===== src/rtl/uart_core_param.sv =====
// Parametrised UART transceiver: TX serialiser + RX deserialiser on one clock.
// Ports: clk/rst (sync, active-high); tx_start/tx_data in, tx_busy/tx_done/tx_out out;
//        rx_in, loopback in; rx_data/rx_done/rx_parity_err/rx_frame_err out.
module uart_core_param #(
    parameter int CLKS_PER_BIT = 16,
    parameter int DATA_W       = 8,
    parameter int PARITY       = 0,
    parameter int STOP_BITS    = 1
) (
    input  logic              clk,
    input  logic              rst,
    input  logic              tx_start,
    input  logic [DATA_W-1:0] tx_data,
    output logic              tx_busy,
    output logic              tx_done,
    output logic              tx_out,
    input  logic              rx_in,
    input  logic              loopback,
    output logic [DATA_W-1:0] rx_data,
    output logic              rx_done,
    output logic              rx_parity_err,
    output logic              rx_frame_err
);

    localparam int CW = $clog2(CLKS_PER_BIT);
    localparam int BW = $clog2(DATA_W);
    localparam logic [CW-1:0] CNT_LAST  = CW'(CLKS_PER_BIT - 1);
    localparam logic [CW-1:0] CNT_HALF  = CW'(CLKS_PER_BIT / 2 - 1);
    localparam logic [BW-1:0] BIT_LAST  = BW'(DATA_W - 1);
    localparam logic [BW-1:0] STOP_LAST = BW'(STOP_BITS - 1);

    typedef enum logic [2:0] {
        S_IDLE, S_START, S_DATA, S_PARITY, S_STOP
    } state_t;

    // ---------------- TX ----------------
    state_t              r_tx_state, w_tx_state_n;
    logic [CW-1:0]       r_tx_cnt,   w_tx_cnt_n;
    logic [BW-1:0]       r_tx_bit,   w_tx_bit_n;
    logic [DATA_W-1:0]   r_tx_shift, w_tx_shift_n;
    logic                r_tx_par,   w_tx_par_n;
    logic                r_tx_out,   w_tx_out_n;
    logic                r_tx_busy,  w_tx_busy_n;
    logic                r_tx_done,  w_tx_done_n;
    logic                w_tx_tick;
    logic                w_tx_par_calc;

    assign w_tx_par_calc = (PARITY == 1) ? ~(^tx_data) : (^tx_data);
    assign w_tx_tick     = (r_tx_cnt == CNT_LAST);

    always_ff @(posedge clk) begin
        if (rst) begin
            r_tx_state <= S_IDLE;
            r_tx_cnt   <= '0;
            r_tx_bit   <= '0;
            r_tx_shift <= '0;
            r_tx_par   <= 1'b0;
            r_tx_out   <= 1'b1;
            r_tx_busy  <= 1'b0;
            r_tx_done  <= 1'b0;
        end else begin
            r_tx_state <= w_tx_state_n;
            r_tx_cnt   <= w_tx_cnt_n;
            r_tx_bit   <= w_tx_bit_n;
            r_tx_shift <= w_tx_shift_n;
            r_tx_par   <= w_tx_par_n;
            r_tx_out   <= w_tx_out_n;
            r_tx_busy  <= w_tx_busy_n;
            r_tx_done  <= w_tx_done_n;
        end
    end

    always_comb begin
        w_tx_state_n = r_tx_state;
        w_tx_cnt_n   = r_tx_cnt;
        w_tx_bit_n   = r_tx_bit;
        w_tx_shift_n = r_tx_shift;
        w_tx_par_n   = r_tx_par;
        w_tx_out_n   = r_tx_out;
        w_tx_busy_n  = r_tx_busy;
        w_tx_done_n  = 1'b0;
        unique case (r_tx_state)
            S_IDLE: begin
                w_tx_out_n  = 1'b1;
                w_tx_busy_n = 1'b0;
                w_tx_cnt_n  = '0;
                if (tx_start) begin
                    w_tx_state_n = S_START;
                    w_tx_shift_n = tx_data;
                    w_tx_par_n   = w_tx_par_calc;
                    w_tx_out_n   = 1'b0;
                    w_tx_busy_n  = 1'b1;
                    w_tx_bit_n   = '0;
                end
            end
            S_START: begin
                if (w_tx_tick) begin
                    w_tx_cnt_n   = '0;
                    w_tx_state_n = S_DATA;
                    w_tx_bit_n   = '0;
                    w_tx_out_n   = r_tx_shift[0];
                end else begin
                    w_tx_cnt_n = r_tx_cnt + 1'b1;
                end
            end
            S_DATA: begin
                if (w_tx_tick) begin
                    w_tx_cnt_n = '0;
                    if (r_tx_bit == BIT_LAST) begin
                        w_tx_bit_n = '0;
                        if (PARITY != 0) begin
                            w_tx_state_n = S_PARITY;
                            w_tx_out_n   = r_tx_par;
                        end else begin
                            w_tx_state_n = S_STOP;
                            w_tx_out_n   = 1'b1;
                        end
                    end else begin
                        // Next data bit is shift[1] before the shift lands.
                        w_tx_bit_n   = r_tx_bit + 1'b1;
                        w_tx_shift_n = r_tx_shift >> 1;
                        w_tx_out_n   = r_tx_shift[1];
                    end
                end else begin
                    w_tx_cnt_n = r_tx_cnt + 1'b1;
                end
            end
            S_PARITY: begin
                if (w_tx_tick) begin
                    w_tx_cnt_n   = '0;
                    w_tx_bit_n   = '0;
                    w_tx_state_n = S_STOP;
                    w_tx_out_n   = 1'b1;
                end else begin
                    w_tx_cnt_n = r_tx_cnt + 1'b1;
                end
            end
            S_STOP: begin
                if (w_tx_tick) begin
                    w_tx_cnt_n = '0;
                    if (r_tx_bit == STOP_LAST) begin
                        w_tx_state_n = S_IDLE;
                        w_tx_done_n  = 1'b1;
                        w_tx_busy_n  = 1'b0;
                        w_tx_out_n   = 1'b1;
                    end else begin
                        w_tx_bit_n = r_tx_bit + 1'b1;
                    end
                end else begin
                    w_tx_cnt_n = r_tx_cnt + 1'b1;
                end
            end
            default: begin
                w_tx_state_n = S_IDLE;
            end
        endcase
    end

    assign tx_out  = r_tx_out;
    assign tx_busy = r_tx_busy;
    assign tx_done = r_tx_done;

    // ---------------- RX ----------------
    logic r_sync1, r_sync2, r_rx_prev;
    logic w_rx_s;

    always_ff @(posedge clk) begin
        if (rst) begin
            r_sync1   <= 1'b1;
            r_sync2   <= 1'b1;
            r_rx_prev <= 1'b1;
        end else begin
            r_sync1   <= loopback ? r_tx_out : rx_in;
            r_sync2   <= r_sync1;
            r_rx_prev <= r_sync2;
        end
    end

    assign w_rx_s = r_sync2;

    state_t              r_rx_state, w_rx_state_n;
    logic [CW-1:0]       r_rx_cnt,   w_rx_cnt_n;
    logic [BW-1:0]       r_rx_bit,   w_rx_bit_n;
    logic [DATA_W-1:0]   r_rx_shift, w_rx_shift_n;
    logic                r_rx_par,   w_rx_par_n;
    logic [DATA_W-1:0]   r_rx_data,  w_rx_data_n;
    logic                r_rx_perr,  w_rx_perr_n;
    logic                r_rx_ferr,  w_rx_ferr_n;
    logic                r_rx_done,  w_rx_done_n;
    logic                w_rx_tick;
    logic                w_rx_perr_calc;

    assign w_rx_tick = (r_rx_cnt == CNT_LAST);
    assign w_rx_perr_calc = (PARITY == 0) ? 1'b0 :
                            (PARITY == 1) ? ~(^r_rx_shift ^ r_rx_par) :
                                            (^r_rx_shift ^ r_rx_par);

    always_ff @(posedge clk) begin
        if (rst) begin
            r_rx_state <= S_IDLE;
            r_rx_cnt   <= '0;
            r_rx_bit   <= '0;
            r_rx_shift <= '0;
            r_rx_par   <= 1'b0;
            r_rx_data  <= '0;
            r_rx_perr  <= 1'b0;
            r_rx_ferr  <= 1'b0;
            r_rx_done  <= 1'b0;
        end else begin
            r_rx_state <= w_rx_state_n;
            r_rx_cnt   <= w_rx_cnt_n;
            r_rx_bit   <= w_rx_bit_n;
            r_rx_shift <= w_rx_shift_n;
            r_rx_par   <= w_rx_par_n;
            r_rx_data  <= w_rx_data_n;
            r_rx_perr  <= w_rx_perr_n;
            r_rx_ferr  <= w_rx_ferr_n;
            r_rx_done  <= w_rx_done_n;
        end
    end

    always_comb begin
        w_rx_state_n = r_rx_state;
        w_rx_cnt_n   = r_rx_cnt;
        w_rx_bit_n   = r_rx_bit;
        w_rx_shift_n = r_rx_shift;
        w_rx_par_n   = r_rx_par;
        w_rx_data_n  = r_rx_data;
        w_rx_perr_n  = r_rx_perr;
        w_rx_ferr_n  = r_rx_ferr;
        w_rx_done_n  = 1'b0;
        unique case (r_rx_state)
            S_IDLE: begin
                w_rx_cnt_n = '0;
                if (r_rx_prev && !w_rx_s) begin
                    w_rx_state_n = S_START;
                end
            end
            S_START: begin
                // Half a bit in, re-check the line to reject glitches.
                if (r_rx_cnt == CNT_HALF) begin
                    w_rx_cnt_n = '0;
                    w_rx_bit_n = '0;
                    w_rx_state_n = w_rx_s ? S_IDLE : S_DATA;
                end else begin
                    w_rx_cnt_n = r_rx_cnt + 1'b1;
                end
            end
            S_DATA: begin
                if (w_rx_tick) begin
                    w_rx_cnt_n   = '0;
                    w_rx_shift_n = {w_rx_s, r_rx_shift[DATA_W-1:1]};
                    if (r_rx_bit == BIT_LAST) begin
                        w_rx_state_n = (PARITY != 0) ? S_PARITY : S_STOP;
                    end else begin
                        w_rx_bit_n = r_rx_bit + 1'b1;
                    end
                end else begin
                    w_rx_cnt_n = r_rx_cnt + 1'b1;
                end
            end
            S_PARITY: begin
                if (w_rx_tick) begin
                    w_rx_cnt_n   = '0;
                    w_rx_par_n   = w_rx_s;
                    w_rx_state_n = S_STOP;
                end else begin
                    w_rx_cnt_n = r_rx_cnt + 1'b1;
                end
            end
            S_STOP: begin
                if (w_rx_tick) begin
                    w_rx_cnt_n   = '0;
                    w_rx_data_n  = r_rx_shift;
                    w_rx_perr_n  = w_rx_perr_calc;
                    w_rx_ferr_n  = ~w_rx_s;
                    w_rx_done_n  = 1'b1;
                    w_rx_state_n = S_IDLE;
                end else begin
                    w_rx_cnt_n = r_rx_cnt + 1'b1;
                end
            end
            default: begin
                w_rx_state_n = S_IDLE;
            end
        endcase
    end

    assign rx_data       = r_rx_data;
    assign rx_done       = r_rx_done;
    assign rx_parity_err = r_rx_perr;
    assign rx_frame_err  = r_rx_ferr;

endmodule


===== config.mk =====
export PLATFORM = sky130hd
export DESIGN_NAME = uart_core_param
export DESIGN_NICKNAME = d
export VERILOG_FILES = /design/src/rtl/uart_core_param.sv
export SDC_FILE = /design/constraint.sdc
export NUM_CORES = 1
export LEC_CHECK = 0
export BUFFER_PORTS_ARGS = -buffer_cell sky130_fd_sc_hd__buf_2
export CORE_MARGIN = 2
export CORE_UTILIZATION = 52
export DETAILED_ROUTE_END_ITERATION = 16
export HOLD_SLACK_MARGIN = 0.06
export PLACE_DENSITY = 0.69
export SLEW_MARGIN = 20
export SYNTH_ARGS = -nofsm -noshare
export SYNTH_HDL_FRONTEND = slang
export SYNTH_SLANG_ARGS = --single-unit

===== constraint.sdc =====
create_clock -name clk -period 3.62 [get_ports clk]
set_input_delay 0.543 -clock clk [delete_from_list [all_inputs] [get_ports clk]]
set_output_delay 0.543 -clock clk [all_outputs]
set_load 0.1 [all_outputs]

Yosys cells after proc, flatten, opt, wreduce, memory -nomap -nowiden. Index checks and enable logic that the tools add are counted.

Register bits after elaboration: 52. Bits in latches: 0. RAM bits: 0. Bits in read-only memories: 0. Input port bits: 13. Output and inout bits: 14. Logic and storage cells: 132. Memories: 0.

Add/sub/neg operators: 4. Multiply operators: 0. Divide/modulo/power cells: 0. Magnitude comparators: 0. Eq/ne operators: 30. Shifts and indexed selects: 0. Multiplexer cells: 51. Bitwise gates (word level): 4. Reduce and logical (&&, ||, !) cells: 26.

Operators with widths (count): $mux 3 (22); $ne 2x2->1 const B (16); $pmux 3 s5 (2); $mux 8 (3); $reduce_and 6->1 (3); $pmux 8 s2 (1); $mux 1 (13); $eq 3x2->1 const B (4); $eq 3x3->1 const B (4); $mux 4 (3); $pmux 3 s4 (1); $pmux 4 s3 (1); $logic_not 3->1 (3); $add 4x1->4 const B (2); $eq 4x4->1 const B (2); $pmux 4 s2 (1); $reduce_and 4->1 (2); $reduce_bool 2->1 (4); $reduce_and 7->1 (1); $add 3x1->3 const B (2); $eq 3x1->1 const B (2); $pmux 3 s2 (1); $reduce_or 3->1 (2); $pmux 1 s5 (1); 14 further kinds (19).

Longest topological paths before layout.
Depth after elaboration: 4. Mapped depth: 8.

Least setup slack after synthesis. No wires, ideal clock.

Kind: flip-flop to flip-flop. Start: reg r_tx_cnt[0]. End: reg r_tx_shift[5]. Setup time: 0.086 ns. Data arrival time: 1.586 ns. Required time: 3.534 ns. Path slack: 1.948 ns. Stages on the path, launching flop included: 9. Buffers on the path: 2. Period minus slack after synthesis: 1.672 ns. Path through: dfxtp_1 -> ha_1 -> and3_1 -> buf_4 -> a31oi_1 -> nor3_4 -> buf_6 -> nor2_1 -> a211oi_1.

Word-level cells in the longest chain between the ends: 3.

Ends and longest elaborated chain: start, declared (line 38) `logic [CW-1:0] r_tx_cnt, w_tx_cnt_n;`; start signal, assigned (line 63) `r_tx_cnt <= w_tx_cnt_n;`; $eq 4x4->1 (line 49) `assign w_tx_tick = (r_tx_cnt == CNT_LAST);`; $ne 2x2->1 (no source line); $reduce_and 4->1 (no source line); end signal, assigned (line 65) `r_tx_shift <= w_tx_shift_n;`; end, declared (line 40) `logic [DATA_W-1:0] r_tx_shift, w_tx_shift_n;`.

No other way between the ends. A chain may end at the register's enable or synchronous reset.

Worst setup path after layout.
Start: reg r_tx_cnt[0]. End: reg r_tx_shift[4].

Same word-level chain as after synthesis.

==> out/metrics.csv <==
metric,value,unit
DRT iter0 DRCs,94,
CTS resizes,0,
Starting Density,54.1,%
TritonCTS Buffers,5,
Avg WL per Cell,12.6,um
endpoints failing hold,0,
DIE AREA,5490,um^2
Cell Rows,25,
pwr dens,392,nW/um^2
total core area,4720,um^2
largest net degree at the start of global routing,35,
# DRC,0,
Worst-path clk slew,90,ps
width of the chip,74.1,um
Final min period,2040,ps
share of the synthesized area in the top cell type,40.8,%
Mapped Avg Cell Area,8.87,um^2
largest area contributor in the netlist,dfxtp_1,
startpoint type of the worst setup path,register,
RSZ-0062 raised after global routing,no,
NumNets Final,321,
Worst Path Arrival,2250,ps
Detailed Routing Iterations Pass 1,4,
Min-Delay Path Class,reg -> reg,
Synth Instances,288,
CP required,3830,ps
part of the cycle the worst path needs,56.4,%
"Net Count, Synth",308,
Place WS,1630,ps
GRT Residual Overflow,0,
Overall Global Routing Usage,18.7,%
initial antenna violation count,0,
Final Slew Violations,0,
outcome,"complete, no violations",
DRT Wirelength,4660,um
"commonest non-fill, non-tap cell in the layout",dfxtp_1,
final setup fails,0,
die height,74.1,um
CTS max path bufs,2,
root buffer cell,clkbuf_8,
buffer count from post-CTS setup fixing,0,
Synth async-reset ratio,0,%
most frequent cells in the layout,"dfxtp_1, nor2_1, mux2i_1, buf_2, a21oi_1",
Max Cap Viol,0,
first-pass GRT wire length,8160,um
top achievable clock speed,490,MHz
synth warn,0,
synth top area cells,"dfxtp_1, mux2i_1, nor2_1, a21oi_1, ha_1",
Slew Limit Headroom,58.1,%
post-synthesis register bit count,52,
max incr delay on CP,460,ps
via/cell ratio,5.45,
setup ws final,1580,ps
total number of vias,2010,
"EDFF count, synth",0,
critical path type,reg -> reg,
Slowest cell on crit path,nor3_4,
Clock Latency Late Sink,300,ps
sequential share of the synthesized area,40.8,%
cells along the critical path,ha_1 -> and3_1 -> a31oi_1 -> nor3_4 -> nor2_1 -> a211oi_1,
# diodes,0,
post-synth cell types,50,
Post-Syn Area,2550,um^2
ys flop type,dfxtp_1,
VDD IR-drop max,0.230,mV
Max Fanout on Critical Path,16,
skew final,10.8,ps
Total Neg Setup Slack,0,ps
IO Port Bufs,25,
clk sinks,52,
measured slew at the worst slew-check pin,626,ps
HPWL Detailed,3270,um
vias in the first global route,1830,
antenna-violating nets left,0,
area delta synth->final,7.55,%
leakage,0.00109,uW
number of top-level pins,27,
Final GP Congestion,0.806,
share of cells above drive strength 1,15.2,%
crit end category,register,
hold_buf cts,0,
number of H-tree levels,2,
CTS tree,built,
cells by family (layout without fill, tap and decap cells):
kind of cell             Yosys count  in the layout  share of synthesized area, %
AO/OA/AOI/OAI                     63             63                          17.2
XOR/XNOR                           1              1                         0.343
adder cells (fa/ha/maj)            7              7                          3.43
buffers and inverters             31             45                          6.76
flip-flops                        52             52                          40.8
multiplexers                      25             25                          9.80
other                              1              1                         0.147
AND/OR/NAND/NOR                  108            108                          21.6
routing by layer:
layer	part of all wire, %	global-route usage [%]
met1	51	25.1
met5	0	0
met2	45	30.4
met4	0.41	4.85
met3	3.3	4.47
worst paths after layout:
| kind | cells past startpoint | start | slack [ps] | endpoint |
|---|---|---|---|---|
| setup / recovery | 6 | r_tx_cnt[0] | 1580 | r_tx_shift[4] |
| hold / removal | 1 | r_sync1 | 420 | r_sync2 |
| setup reg to reg | 6 | r_tx_cnt[0] | 1580 | r_tx_shift[4] |
| hold reg to reg | 1 | r_sync1 | 420 | r_sync2 |
report_power, final:
| group | switching, uW | internal (uW) |
|---|---|---|
| sequential | 13.4 | 586 |
| combinational | 60.7 | 30.2 |
| clock | 183 | 205 |
| total | 257 | 821 |
synthesized netlist by cell type (2+ instances only):
cell type,n
nand2_1,17
mux2i_1,25
clkbuf_1,6
o21ai_0,9
nor2b_1,2
or3b_1,2
o41ai_1,3
inv_1,11
a31o_2,3
nand2b_1,6
and3_1,3
a21oi_1,18
nand3_1,6
buf_4,3
a211oi_1,9
buf_6,4
dfxtp_1,52
and2_1,2
or2_2,2
ha_1,7
nor2_1,45
nor3b_1,3
a21o_1,2
o2111ai_1,3
nor4_1,2
nor2_2,2
buf_2,6
nor3_1,8
a31oi_1,4
o211ai_1,2
a22oi_1,2
final cells by class:
cell class | count | area (um^2)
repair buffers | 26 | 133
well taps | 67 | 83.8
fillers | 451 | 1980
clock buffers | 6 | 72.6
inverters | 11 | 41.3
multi-input cells | 205 | 1340
clock inverters | 2 | 35.0
flip-flops and latches | 52 | 1040
stage by stage:
step / power [uW] / area [um^2] / hold WS (ps) / cells / util, %
2_1_floorplan: 686 / 2550 / 389 / 288 / -
3_3_place_gp: 701 / 2640 / 395 / 361 / 55.9
3_5_place_dp: 703 / 2640 / 398 / 361 / 55.9
4_1_cts: 1090 / 2750 / 420 / 369 / 58.1
5_1_grt: 1120 / 2750 / 448 / 369 / 58.1
6_report: 1080 / 2750 / 417 / 369 / 58.1
sequential cells by signal (all words and copies together), names as in the netlist, 3 cells and up:
name / cells
r_rx_cnt: 4
r_tx_bit: 3
r_tx_cnt: 4
r_rx_bit: 3
r_rx_state: 3
r_tx_state: 3
rx_data: 8
r_tx_shift: 8
r_rx_shift: 8
worst max-delay path, delay by kind of cell, from the launching register on:
family,cells,cell delay [ps]
AOI/OAI and AO/OA,2,420
DFF,1,410
adders and majority gates,1,250
and+or+nand+nor,3,860
No activity file was read; power rests on OpenSTA's default activity.
